`src/rtl/barret_2677_rr_scheduler.sv`:
```
// barret_2677_rr_scheduler: round-robin access to a shared Barrett mod-2677 reducer
// through an operand stage (S1) and a result stage (S2) with valid/ready on both sides.
module barret_2677_rr_scheduler #(
   parameter int NUM_REQ = 4,
   parameter int ID_W    = $clog2(NUM_REQ),
   parameter int DIN_W   = 23,
   parameter int DOUT_W  = 12,
   parameter int Q       = 2677,
   parameter int QSQ_MAX = 7166328
) (
   input  logic                     clk,
   input  logic                     rst,
   input  logic [NUM_REQ-1:0]       req_valid,
   input  logic [NUM_REQ*DIN_W-1:0] req_data,
   output logic [NUM_REQ-1:0]       req_ready,
   output logic                     rsp_valid,
   input  logic                     rsp_ready,
   output logic [DOUT_W-1:0]        rsp_data,
   output logic [ID_W-1:0]          rsp_id,
   output logic                     rsp_err,
   output logic                     busy,
   output logic [15:0]              op_cnt
);
   // 2^34/Q keeps the quotient estimate within one of exact for 23-bit operands
   localparam int          K = 34;
   localparam logic [63:0] M = (64'd1 << K) / 64'(Q);

   logic              s1_valid_q, s1_valid_d, s2_valid_q, s2_valid_d;
   logic [DIN_W-1:0]  s1_data_q, s1_data_d;
   logic [ID_W-1:0]   s1_id_q, s1_id_d, s2_id_q, s2_id_d;
   logic [DOUT_W-1:0] s2_data_q, s2_data_d;
   logic              s2_err_q, s2_err_d;
   logic [ID_W-1:0]   rr_ptr_q, rr_ptr_d;
   logic [15:0]       op_cnt_q, op_cnt_d;

   logic              s2_free, s1_free, s1_move, accept, gnt_vld;
   logic [ID_W-1:0]   gnt_id, idx;
   logic [63:0]       prod;
   logic [31:0]       q_est, r_raw, r_fix;
   logic              red_err;

   // descending scan so the lowest offset from rr_ptr wins
   always_comb begin
      gnt_vld = 1'b0;
      gnt_id  = '0;
      idx     = '0;
      for (int i = NUM_REQ - 1; i >= 0; i--) begin
         idx = ID_W'((int'(rr_ptr_q) + i) % NUM_REQ);
         if (req_valid[idx]) begin
            gnt_vld = 1'b1;
            gnt_id  = idx;
         end
      end
   end

   always_comb begin
      prod    = 64'(s1_data_q) * M;
      q_est   = 32'(prod >> K);
      r_raw   = 32'(s1_data_q) - q_est * 32'(Q);
      r_fix   = (r_raw >= 32'(Q)) ? r_raw - 32'(Q) : r_raw;
      red_err = 32'(s1_data_q) > 32'(QSQ_MAX);
   end

   always_comb begin
      s2_free    = !s2_valid_q || rsp_ready;
      s1_free    = !s1_valid_q || s2_free;
      s1_move    = s1_valid_q && s2_free;
      accept     = s1_free && gnt_vld;
      req_ready  = accept ? (NUM_REQ'(1) << gnt_id) : '0;
      rr_ptr_d   = accept ? ((int'(gnt_id) == NUM_REQ - 1) ? '0 : gnt_id + 1'b1) : rr_ptr_q;
      op_cnt_d   = op_cnt_q + 16'(accept);
      s1_valid_d = accept ? 1'b1 : (s1_move ? 1'b0 : s1_valid_q);
      s1_data_d  = accept ? req_data[int'(gnt_id)*DIN_W +: DIN_W] : s1_data_q;
      s1_id_d    = accept ? gnt_id : s1_id_q;
      s2_valid_d = s1_move ? 1'b1 : (rsp_ready ? 1'b0 : s2_valid_q);
      s2_data_d  = s1_move ? (red_err ? '0 : DOUT_W'(r_fix)) : s2_data_q;
      s2_id_d    = s1_move ? s1_id_q : s2_id_q;
      s2_err_d   = s1_move ? red_err : s2_err_q;
   end

   always_ff @(posedge clk) begin
      if (rst) begin
         s1_valid_q <= 1'b0;
         s1_data_q  <= '0;
         s1_id_q    <= '0;
         s2_valid_q <= 1'b0;
         s2_data_q  <= '0;
         s2_id_q    <= '0;
         s2_err_q   <= 1'b0;
         rr_ptr_q   <= '0;
         op_cnt_q   <= '0;
      end else begin
         s1_valid_q <= s1_valid_d;
         s1_data_q  <= s1_data_d;
         s1_id_q    <= s1_id_d;
         s2_valid_q <= s2_valid_d;
         s2_data_q  <= s2_data_d;
         s2_id_q    <= s2_id_d;
         s2_err_q   <= s2_err_d;
         rr_ptr_q   <= rr_ptr_d;
         op_cnt_q   <= op_cnt_d;
      end
   end

   assign rsp_valid = s2_valid_q;
   assign rsp_data  = s2_data_q;
   assign rsp_id    = s2_id_q;
   assign rsp_err   = s2_err_q;
   assign busy      = s1_valid_q || s2_valid_q;
   assign op_cnt    = op_cnt_q;
endmodule
```
`config.mk`:
```
export PLATFORM = sky130hd
export DESIGN_NAME = barret_2677_rr_scheduler
export DESIGN_NICKNAME = d
export VERILOG_FILES = /design/src/rtl/barret_2677_rr_scheduler.sv
export SDC_FILE = /design/constraint.sdc
export NUM_CORES = 1
export LEC_CHECK = 0
export ABC_AREA = 1
export ABC_CLOCK_PERIOD_IN_PS = 15300
export BUFFER_PORTS_ARGS = -buffer_cell sky130_fd_sc_hd__buf_2
export CORE_MARGIN = 8
export CORE_UTILIZATION = 35
export CTS_CLUSTER_DIAMETER = 80
export CTS_CLUSTER_SIZE = 16
export DETAILED_ROUTE_END_ITERATION = 8
export GPL_ROUTABILITY_DRIVEN = 0
export SLEW_MARGIN = 10
export SYNTH_ARGS = -nofsm -noshare
export SYNTH_HDL_FRONTEND = slang
export SYNTH_SLANG_ARGS = --single-unit
```
`constraint.sdc`:
```
create_clock -name clk -period 15.3 [get_ports clk]
set_clock_uncertainty 0.1 [all_clocks]
set_input_delay 0 -clock clk [delete_from_list [all_inputs] [get_ports clk]]
set_output_delay 0 -clock clk [all_outputs]
set_load 0.02 [all_outputs]
```
* Word-level counts from Yosys, hierarchy flattened
Index checks and enable logic that the tools add are counted.
Operators by class: magnitude comparators 6, reduce and logical (&&, ||, !) cells 9, $add $sub $neg 7, equality and inequality tests 1, mux-type cells 24, shift-type cells 2, multipliers 3
Operators by type and width (count):
- 92-bit by 8-bit variable part select with 23-bit output | 1
- 23-bit by 22-bit multiplier with 45-bit output, second input constant | 1
- 32-bit by 12-bit >= comparator with 1-bit output, second input constant | 1
- 23-bit by 24-bit subtractor with 25-bit output | 1
- 12-bit by 12-bit multiplier with 24-bit output, second input constant | 1
- 12-bit two-way mux | 2
- 23-bit > comparator, second input constant | 1
- 16-bit by 1-bit adder with 16-bit output | 1
- 2-bit by 3-bit less-than comparator with 1-bit output, second input constant | 4
- 1-bit two-way mux | 12
- 12-bit subtractor, second input constant | 1
- 2-bit two-way mux | 5
- 1-bit binary-select mux with 2-bit select | 4
- 2-bit by 5-bit multiplier with 7-bit output, second input constant | 1
- 2-bit by 1-bit adder with 2-bit output, second input constant | 2
- 2-bit adder, second input constant | 2
- 4-bit two-way mux | 1
- 2-bit nonzero test | 2
- 1-bit by 2-bit left shift with 4-bit output, first input constant | 1
- 1-bit logical OR | 3
- 2-bit by 1-bit == test with 1-bit output, second input constant | 1
- 1-bit logical AND | 2
- 1-bit logical NOT | 2
Storage, ports and cells: register bits 60, input port bits 99, output and inout bits 37, logic and storage cells 61

* Longest topological paths before layout
Gate-level depths: netlist of run 1.
depth in word-level cells 9, gate-level depth with buffers 53, depth with buffers taken out 52

* Least setup slack after synthesis of run 1
Ideal clock, no wire load.
path type register to register, from register s1_data_q[20], to register s2_data_q[9], in the netlist rsp_data[9], setup slack 5.155 ns, arrival 9.906 ns, data required time 15.061 ns, stages on the path, launching flop included 48, cell sequence dfxtp_1 > inv_1 > ha_1 > fa_1 > fa_1 > inv_1 > fa_1 > fa_1 > fa_1 > inv_1 > fa_1 > inv_1 > ha_1 > nand2_1 > nor2_1 > inv_1 > nor2_1 > inv_1 > [... 12 more ...] > inv_1 > fa_1 > inv_1 > ha_1 > nand2_1 > nor2_1 > inv_1 > nor2_1 > nand3_1 > nand4_1 > nand2_1 > nor2_1 > nand2_1 > nor2_2 > buf_2 > nand3_1 > nand3_2 > a21oi_2
Between the ends: cells in the longest elaborated chain, start to end 6, elaborated cells on any way between the ends 8, classes of those cells add/sub: 2; mul: 2; order compare: 2; mux: 2
RTL lines:
- start, declared | line 29 | logic [DIN_W-1:0] s1_data_q, s1_data_d;
- start signal, assigned | line 94 | s1_data_q <= s1_data_d;
- 23-bit by 22-bit multiplier with 45-bit output | line 57 | prod = 64'(s1_data_q) * M;
- 12-bit by 12-bit multiplier with 24-bit output | line 59 | r_raw = 32'(s1_data_q) - q_est * 32'(Q);
- 23-bit by 24-bit subtractor with 25-bit output | line 59
- 32-bit by 12-bit >= comparator with 1-bit output or 12-bit subtractor (tied branches) | line 60 | r_fix = (r_raw >= 32'(Q)) ? r_raw - 32'(Q) : r_raw;
- 12-bit two-way mux | line 60
- 12-bit two-way mux * | line 76 | s2_data_d = s1_move ? (red_err ? '0 : DOUT_W'(r_fix)) : s2_data_q;
- end signal, assigned | line 97 | s2_data_q <= s2_data_d;
- end, declared | line 31 | logic [DOUT_W-1:0] s2_data_q, s2_data_d;
Every way passes the cells marked *; elsewhere a longest branch is shown, timed or not. A chain may end at the register's enable or synchronous reset.

* Final worst setup path of run 1
from register s1_data_q[20], to register s2_data_q[0], in the netlist rsp_data[0]
The elaborated chain is that of the path after synthesis.

==> qor.yml, run 1 <==
run_status:
  status: "complete, but fails checks"
  violations: "negative hold slack"
yosys:
  synth_top_area_cell: "fa_1"
  synth_area_leaders: "fa_1 29%, ha_1 25%, inv_1 13%"
  avgSynthCellArea_um2: 7.96
  ys_async_sr_fraction_pct: 0
  synth-seq-area-share_pct: 6.49
  syn-cell-area_um2: 18500
  synth.most_common_cell: "inv_1"
  synth_warnings: 0
  syn-instance-count: 2326
  synth_top_cell_area_share_pct: 29.4
  yosys_most_used_dff: "dfxtp_1"
  ys_types: 45
  synthTopCellsByCount: "640 x inv_1, 369 x ha_1, 292 x nand2_1, 272 x fa_1, 171 x nor2_1"
  synth_seq_cells: 60
  synth_edf_count: 0
  synth_fp_nets: 3066
timing:
  setup_tns_ns: 0
  final-hold-violation-count: 1
  fmax_ghz: 0.0791
  rsz0062_at_grt: "no"
  finalSetupViolations: 0
  post-route-period-util_pct: 82.7
  slew_headroom_pct: 29.5
  timing.hold.ws_ns: -0.00699
  report.final.slew_viol_count: 0
  post-route-min-period_ns: 12.65
  max_slew.worst_pin.slew_ns: 1.05
clocking:
  cts_root_buf: "clkbuf_16"
  cts_max_level: 3
  postCtsSetupBuffers: 0
  cts_buffer_depth: 2
  cts_resized: 0
  cts_tree: "done"
  clk_latency_ns: 0.34
  clk_pin_slew_worst_paths_ns: 0.06
  cts.sinks: 60
  cts_buffers: 9
flow_run:
  drv_cap: 0
worst_setup_path:
  crit_top_cell: "fa_1"
  crit_start: "s1_data_q[20]$_SDFFE_PP0P_"
  cp_slowest_cell: "xor2_1"
  cp.required_ns: 15.46
  r2r_slack_ns: 2.65
  path_max_fanout: 13
  r2r-start: "s1_data_q[20]$_SDFFE_PP0P_"
  worst-r2r-cell-count: 45
  rr_endpoint: "rsp_data[0]$_SDFFE_PP0P_"
  start_kind: "flip-flop"
  crit_type: "flip-flop to flip-flop"
  end_kind: "flip-flop"
  critPathArrivalTime_ns: 12.81
  slowest_delay_ns: 0.72
floorplan:
  die_x_um: 246
  coreArea_um2: 52400
  die_area_um2: 60500
  die_h_um: 246
  start_util_pct: 35.3
  rows: 84
  top_level_ports: 136
grt:
  grt_pass1_vias: 15734
  grt_pass1_wl_um: 85900
  grt.total_usage_pct: 17.9
  grt_max_degree: 51
  antenna_found_initial: 0
  grt.overflow.total: 0
worst_hold_path:
  worstHoldPathCells: 5
  hold_end: "s1_data_q[7]$_SDFFE_PP0P_"
  hp-class: "input port to flip-flop"
  hold_start: "req_data[53]"
final_layout:
  antenna_cells: 0
  syn_to_final_growth_pct: 10.7
  nets: 3208
  drive_above_1_share_pct: 9.02
placement:
  port_buffers: 135
  post-dp-hpwl_um: 48300
routing:
  postRouteAntennaNets: 0
  routedWlPerCell_um: 17.2
  drtIter0Drc: 945
  drtPass1Iterations: 7
  vias: 15401
  route.detailed.drc: 0
  vias_per_cell: 4.87
  wirelength_um: 54300
==> cell families after synthesis <==
kind of cell    after synthesis  synth area share [%]
xor+xnor                     37                  1.79
flops                        60                  6.49
compound gates              285                  8.73
simple gates                619                  14.5
fa+ha+maj                   641                  54.4
buf+inv                     684                  14.1
==> through the flow <==
stage / instances / instance area, um2 / hold slack (ns) / util (%) / setup slack, ns
global route: 3160 / 20500 / 0.0261 / 39.1 / 1.91
detailed placement: 3120 / 19900 / 0.226 / 38.0 / 2.87
floorplan: 2326 / 18500 / 0.103 / - / 5.16
CTS: 3160 / 20500 / 0.000249 / 39.1 / 2.81
finish: 3160 / 20500 / -0.00699 / 39.1 / 2.65
global placement: 3120 / 19900 / 0.221 / 38.0 / 2.99
==> layer usage <==
layer  vias up  track usage, %  share of wire [%]
li1       7445               -                  -
met1      7435            24.8                 45
met2       465            29.4                 47
met3        56            2.69                6.4
met4         0            3.33                1.7
met5         -               0                  0
==> flip-flops by register name, indices dropped and copies added (netlist names) <==
register,cells
s1_data_q,23
s1_valid_q,1
op_cnt,16
rsp_err,1
rsp_valid,1
rsp_id,2
rr_ptr_q,2
s1_id_q,2
rsp_data,12
==> how the worst max path moves through the flow <==
stage,endpoint,slack (ns),cells past startpoint
2_1_floorplan,rsp_data[9]$_SDFFE_PP0P_,5.16,47
3_3_place_gp,rsp_data[0]$_SDFFE_PP0P_,2.99,45
3_5_place_dp,rsp_data[0]$_SDFFE_PP0P_,2.87,45
4_1_cts,rsp_data[0]$_SDFFE_PP0P_,2.81,45
5_1_grt,rsp_data[0]$_SDFFE_PP0P_,1.91,45
6_report,rsp_data[0]$_SDFFE_PP0P_,2.65,45
==> worst max-delay path: cells and delay by family, from the launching register on <==
kind / cells / cell delay [ns]
and+or+nand+nor: 19 / 3.29
AOI/OAI and AO/OA: 2 / 0.28
xor gates and xnor gates: 1 / 0.72
adders and majority gates: 14 / 6.51
buffers and inverters: 9 / 0.99
DFF: 1 / 0.64
==> area by class of cell <==
type / instances / area (um2)
fillers: 5307 / 32000
inverters: 654 / 2450
well taps: 688 / 861
clock inverters: 3 / 68.8
repair buffers: 161 / 933
clock buffers: 12 / 267
flip-flops and latches: 60 / 1200
multi-input cells: 1582 / 14700
==> cell usage in the layout (no fill, tap or decap), drive strengths merged, types with 22 or more instances in the layout <==
cell type	instances
xor2	24
nand2	312
nor2	178
dfxtp	60
o21ai	107
inv	653
nor3	22
ha	369
buf	136
nand3	66
a21oi	107
fa	272
dlygate4sd3	25
o211ai	23
==> repair_timing <==
item	4_1_cts	5_1_grt
endpoints found under the hold margin	14	0
setup endpoints to repair	0	0
hold buffers	25	0
Power of run 1 is not shown: default switching activity piles up to over one toggle a cycle in this logic, so the estimate is an artifact.
==> run 2, diff against run 1 <==
ABC_CLOCK_PERIOD_IN_PS = 13200   (was 15300)
clock period = 13.2 ns   (was 15.3 ns; I/O delays follow)
==> qor.yml, run 2 (synthesis gave the netlist of run 1 again) <==
routing:
  route.detailed.drc: 0  # unchanged
  drtPass1Iterations: 5  # -2
  drtIter0Drc: 999  # +5.7%
  postRouteAntennaNets: 0  # unchanged
  vias_per_cell: 4.86  # -0.22%
  vias: 15392  # -0.058%
  wirelength_um: 53700  # -1.1%
  routedWlPerCell_um: 17.0  # -1.2%
timing:
  finalSetupViolations: 0  # unchanged
  rsz0062_at_grt: "no"
  report.final.slew_viol_count: 0  # unchanged
  final-hold-violation-count: 0  # -1
  post-route-min-period_ns: 12.43  # -0.221 ns
  fmax_ghz: 0.0805  # +1.8%
  max_slew.worst_pin.slew_ns: 1.02  # -0.0331 ns
  slew_headroom_pct: 31.8  # +2.2 points
  setup_tns_ns: 0  # unchanged
  post-route-period-util_pct: 94.2  # +11 points
final_layout:
  fillers: 5328  # +0.40%
  largest_register_ffs: 23  # unchanged
  regMostFlops: "s1_data_q"
  final_common_cell: "inv_1"
  syn_to_final_growth_pct: 10.6
  nets: 3213  # +0.16%
  drive_above_1_share_pct: 9.16  # +0.14 points
  final_cell_mix: "640 x inv_1, 369 x ha_1, 292 x nand2_1"
  antenna_cells: 0  # unchanged
worst_setup_path:
  r2r_slack_ns: 0.77  # -1.88 ns
  worst-r2r-cell-count: 45  # unchanged
  crit_type: "flip-flop to flip-flop"
  path_max_fanout: 13  # unchanged
  cp-endpoint: "rsp_data[11]$_SDFFE_PP0P_"
  r2r-start: "s1_data_q[14]$_SDFFE_PP0P_"
  crit_start: "s1_data_q[14]$_SDFFE_PP0P_"
  rr_endpoint: "rsp_data[11]$_SDFFE_PP0P_"
  slowest_delay_ns: 0.95  # +0.23 ns
  cp_slowest_cell: "dfxtp_1"
  critPathArrivalTime_ns: 12.59  # -0.22 ns
  cp.required_ns: 13.36  # -2.10 ns
  crit_top_cell: "inv_1"
  end_kind: "flip-flop"
  start_kind: "flip-flop"
run_status:
  status: "complete, no violations"
floorplan:
  top_level_ports: 136  # unchanged
  coreArea_um2: 52400  # unchanged
  start_util_pct: 35.3  # unchanged
  rows: 84  # unchanged
  die_area_um2: 60500  # unchanged
  die_x_um: 246  # unchanged
  die_h_um: 246  # unchanged
clocking:
  postCtsSetupBuffers: 0  # unchanged
  cts.sinks: 60  # unchanged
  cts_root_buf: "clkbuf_16"
  clk_pin_slew_worst_paths_ns: 0.06  # about the same
  cts_tree: "done"
  cts_buffers: 9  # unchanged
  cts_max_level: 3  # unchanged
  cts_buffer_depth: 2  # unchanged
  clk_latency_ns: 0.34  # about the same
grt:
  grt_pass1_wl_um: 84000  # -2.3%
  grt.overflow.total: 0  # unchanged
  grt_pass1_vias: 15655  # -0.50%
  grt_max_degree: 51  # unchanged
  antenna_found_initial: 0  # unchanged
  grt.total_usage_pct: 17.5  # -0.40 points
flow_run:
  drv_cap: 0  # unchanged
worst_hold_path:
  hp-class: "input port to flip-flop"
placement:
  post-dp-hpwl_um: 47800  # -0.97%
  port_buffers: 135  # unchanged
[run 2: changes by cell type in the layout (fill, tap and decap cells not counted)]
| cell | before | now |
|---|---|---|
| clkinvlp_4 | 0 | 2 |
| xor2_1 | 24 | 23 |
| clkbuf_8 | 3 | 0 |
| xor2_2 | 0 | 1 |
| buf_4 | 1 | 5 |
| dlygate4sd3_1 | 25 | 26 |
| clkinv_2 | 0 | 3 |
| bufinv_16 | 2 | 0 |
| clkbuf_1 | 0 | 1 |
| clkinv_4 | 1 | 0 |
[run 2: final cells by class]
type / instances / area (um2) / area share [%]
multi-input cells: 1582 / 14700 / 71.9
flip-flops and latches: 60 / 1200 / 5.87
clock buffers: 10 / 229 / 1.12
well taps: 688 / 861 / 4.21
clock inverters: 5 / 30.0 / 0.147
inverters: 654 / 2450 / 12.0
repair buffers: 166 / 973 / 4.76
[run 2: per-stage QoR]
step           std cells  worst slack [ns]  area (um2)  hold slack [ns]  utilization (%)
2_1_floorplan       2326              3.06       18500            0.103                -
3_3_place_gp        3124             0.993       19900            0.220             38.0
3_5_place_dp        3124             0.911       19900            0.224             38.0
4_1_cts             3165             0.859       20500          0.00428             39.0
5_1_grt             3165          0.000469       20500           0.0395             39.0
6_report            3165             0.772       20500           0.0139             39.0
[run 2: routing by layer]
layer	GRT usage (%)	part of all wire, %	vias up
li1	-	-	7460
met5	0	0	-
met1	24.0	45	7423
met2	27.9	46	432
met4	5.64	3.1	0
met3	2.66	5.4	77
[run 2: worst min path at each step]
stage	start	endpoint	slack [ns]	cells after the start
final	req_data[7]	s1_data_q[7]$_SDFFE_PP0P_	0.01	5
after global routing	req_data[7]	s1_data_q[7]$_SDFFE_PP0P_	0.04	5
after CTS	req_data[53]	s1_data_q[7]$_SDFFE_PP0P_	0.004	5
after detailed placement	rsp_ready	rsp_valid$_SDFFE_PP0P_	0.22	4
after global placement	rsp_ready	rsp_valid$_SDFFE_PP0P_	0.22	4
after floorplan	rsp_ready	rsp_valid$_SDFFE_PP0P_	0.10	3
[run 2: worst max-delay path, delay by kind of cell, from the launching register on]
kind | cells | cell delay [ns]
AOI/OAI and AO/OA | 2 | 0.49
xor gates and xnor gates | 1 | 0.31
adders and majority gates | 14 | 6.78
buffers and inverters | 12 | 0.87
DFF | 1 | 0.95
and+or+nand+nor | 16 | 2.87
[run 2: timing repair]
item,in CTS,in global routing
endpoints found under the hold margin,15,0
setup endpoints to repair,0,4
resized for setup,0,1
hold buffers,26,0
Power of run 2 is left out for the same reason.
==> run 3, diff against run 2 <==
ABC_AREA = unset   (was 1)
==> qor.yml, run 3 <==
final_layout:
  regMostFlops: "s1_data_q"
  drive_above_1_share_pct: 10.1  # +0.95 points
  final_common_cell: "inv_1"
  final_cell_mix: "499 x inv_1, 369 x ha_1, 272 x fa_1"
  syn_to_final_growth_pct: 11.7
  nets: 2822  # -12%
  antenna_cells: 0  # unchanged
  largest_register_ffs: 23  # unchanged
grt:
  grt_pass1_vias: 14260  # -8.9%
  grt_pass1_wl_um: 75600  # -9.9%
  antenna_found_initial: 0  # unchanged
  grt.overflow.total: 0  # unchanged
  grt_max_degree: 53  # +3.9%
  grt.total_usage_pct: 16.5  # -0.95 points
timing:
  max_slew.worst_pin.slew_ns: 1.13  # +0.110 ns
  post-route-min-period_ns: 12.60  # +0.173 ns
  post-route-period-util_pct: 95.5  # +1.3 points
  finalSetupViolations: 0  # unchanged
  rsz0062_at_grt: "no"
  report.final.slew_viol_count: 0  # unchanged
  final-hold-violation-count: 0  # unchanged
  setup_tns_ns: 0  # unchanged
  fmax_ghz: 0.0794  # -1.4%
  slew_headroom_pct: 24.1  # -7.6 points
clocking:
  clk_pin_slew_worst_paths_ns: 0.06  # about the same
  cts_buffers: 9  # unchanged
  cts.sinks: 60  # unchanged
  cts_tree: "done"
  cts_max_level: 3  # unchanged
  cts_root_buf: "clkbuf_16"
  clk_latency_ns: 0.34  # about the same
  cts_buffer_depth: 2  # unchanged
routing:
  vias: 13391  # -13%
  routedWlPerCell_um: 16.9  # about the same
  vias_per_cell: 4.87  # about the same
  postRouteAntennaNets: 0  # unchanged
  route.detailed.drc: 0  # unchanged
  drtIter0Drc: 793  # -21%
  wirelength_um: 46600  # -13%
  drtPass1Iterations: 5  # unchanged
floorplan:
  die_x_um: 239  # -2.9%
  coreArea_um2: 49000  # -6.7%
  start_util_pct: 35.5  # +0.23 points
  rows: 81  # -3.6%
  die_h_um: 239  # -2.9%
  top_level_ports: 136  # unchanged
  die_area_um2: 57100  # -5.7%
yosys:
  synth_top_area_cell: "fa_1"
  syn-cell-area_um2: 17400  # -6.1%
  avgSynthCellArea_um2: 9.00  # +13%
  yosys_most_used_dff: "dfxtp_1"
  synth_fp_nets: 2672  # -13%
  syn-instance-count: 1932  # -17%
  synthTopCellsByCount: "500 x inv_1, 369 x ha_1, 272 x fa_1, 137 x nand2_1"
  synth_warnings: 0  # unchanged
  synth_top_cell_area_share_pct: 31.3  # +1.9 points
  ys_types: 72  # +60%
  ys_async_sr_fraction_pct: 0  # unchanged
  synth_area_leaders: "fa_1 31%, ha_1 27%, inv_1 11%"
  synth-seq-area-share_pct: 6.91  # +0.42 points
  synth_edf_count: 0  # unchanged
  synth_seq_cells: 60  # unchanged
  synth.most_common_cell: "inv_1"
worst_setup_path:
  cp.required_ns: 13.33  # -0.03 ns
  path_delay_family: "adder cells"
  slowest_delay_ns: 0.79  # -0.16 ns
  crit_type: "flip-flop to flip-flop"
  cp_slowest_cell: "dfxtp_1"
  crit_buf_inv: 9  # -3
  critPathArrivalTime_ns: 12.73  # +0.14 ns
  end_kind: "flip-flop"
  start_kind: "flip-flop"
  path_max_fanout: 22  # +9
  crit_top_cell: "fa_1"
flow_run:
  drv_cap: 0  # unchanged
worst_hold_path:
  hp-class: "input port to flip-flop"
placement:
  post-dp-hpwl_um: 41500  # -13%
  port_buffers: 135  # unchanged
run_status:
  status: "complete, no violations"
run 3: per-layer routing:
layer	GRT usage (%)	routed length (um)	up-vias
li1	-	-	6470
met5	0	0	-
met2	29.3	23900	250
met1	21.6	20600	6609
met4	3.81	969	0
met3	1.39	1170	62
run 3: logic make-up (layout without fill, tap and decap cells):
| logic type | count (synthesis) | after routing | synth area share, % |
|---|---|---|---|
| and+or+nand+nor | 378 | 378 | 10.3 |
| xor gates and xnor gates | 52 | 52 | 2.66 |
| adders and majority gates | 641 | 641 | 57.9 |
| muxes | 2 | 2 | 0.115 |
| buffers and inverters | 544 | 699 | 12.0 |
| AOI/OAI and AO/OA | 255 | 255 | 10.1 |
| DFF | 60 | 60 | 6.91 |
run 3: final timing paths:
check | startpoint | to | slack (ns) | cells after the start
max | s1_data_q[14]$_SDFFE_PP0P_ | rsp_data[2]$_SDFFE_PP0P_ | 0.60 | 41
max reg2reg | s1_data_q[14]$_SDFFE_PP0P_ | rsp_data[2]$_SDFFE_PP0P_ | 0.60 | 41
min | req_data[59] | s1_data_q[13]$_SDFFE_PP0P_ | 0.01 | 5
min reg2reg | s1_id_q[1]$_SDFFE_PP0P_ | rsp_id[1]$_SDFFE_PP0P_ | 0.35 | 2
run 3: timing repair:
item | 4_1_cts | 5_1_grt
hold buffers | 17 | 0
endpoints found under the hold margin | 10 | 0
endpoints found under the setup margin | 0 | 12
gates resized for setup | 0 | 3
buffers inserted | 0 | 3
run 3: worst min-delay path, stage by stage:
cell      delay (ns)
buf_2           0.10
nand2_1         0.05
a311oi_1        0.08
a21oi_1         0.11
nor2_1          0.05
run 3: final cells by class:
class / count / area [um2]
inverters: 500 / 1880
clock inverters: 5 / 86.3
multi-input cells: 1328 / 14100
clock buffers: 11 / 233
repair buffers: 183 / 1080
fillers: 4899 / 29500
flip-flops and latches: 60 / 1200
well taps: 664 / 831
run 3: metrics by stage:
step / setup slack [ns] / util (%) / area (um2) / cells / hold WS (ns)
finish: 0.599 / 39.7 / 19400 / 2751 / 0.00984
global route: 0.00745 / 39.7 / 19400 / 2751 / 0.0349
CTS: 0.401 / 39.6 / 19400 / 2748 / 0.000831
detailed placement: 0.469 / 38.6 / 18900 / 2715 / 0.209
global placement: 0.558 / 38.6 / 18900 / 2715 / 0.198
floorplan: 1.69 / - / 17400 / 1932 / 0.0609
Power of run 3 is left out for the same reason.
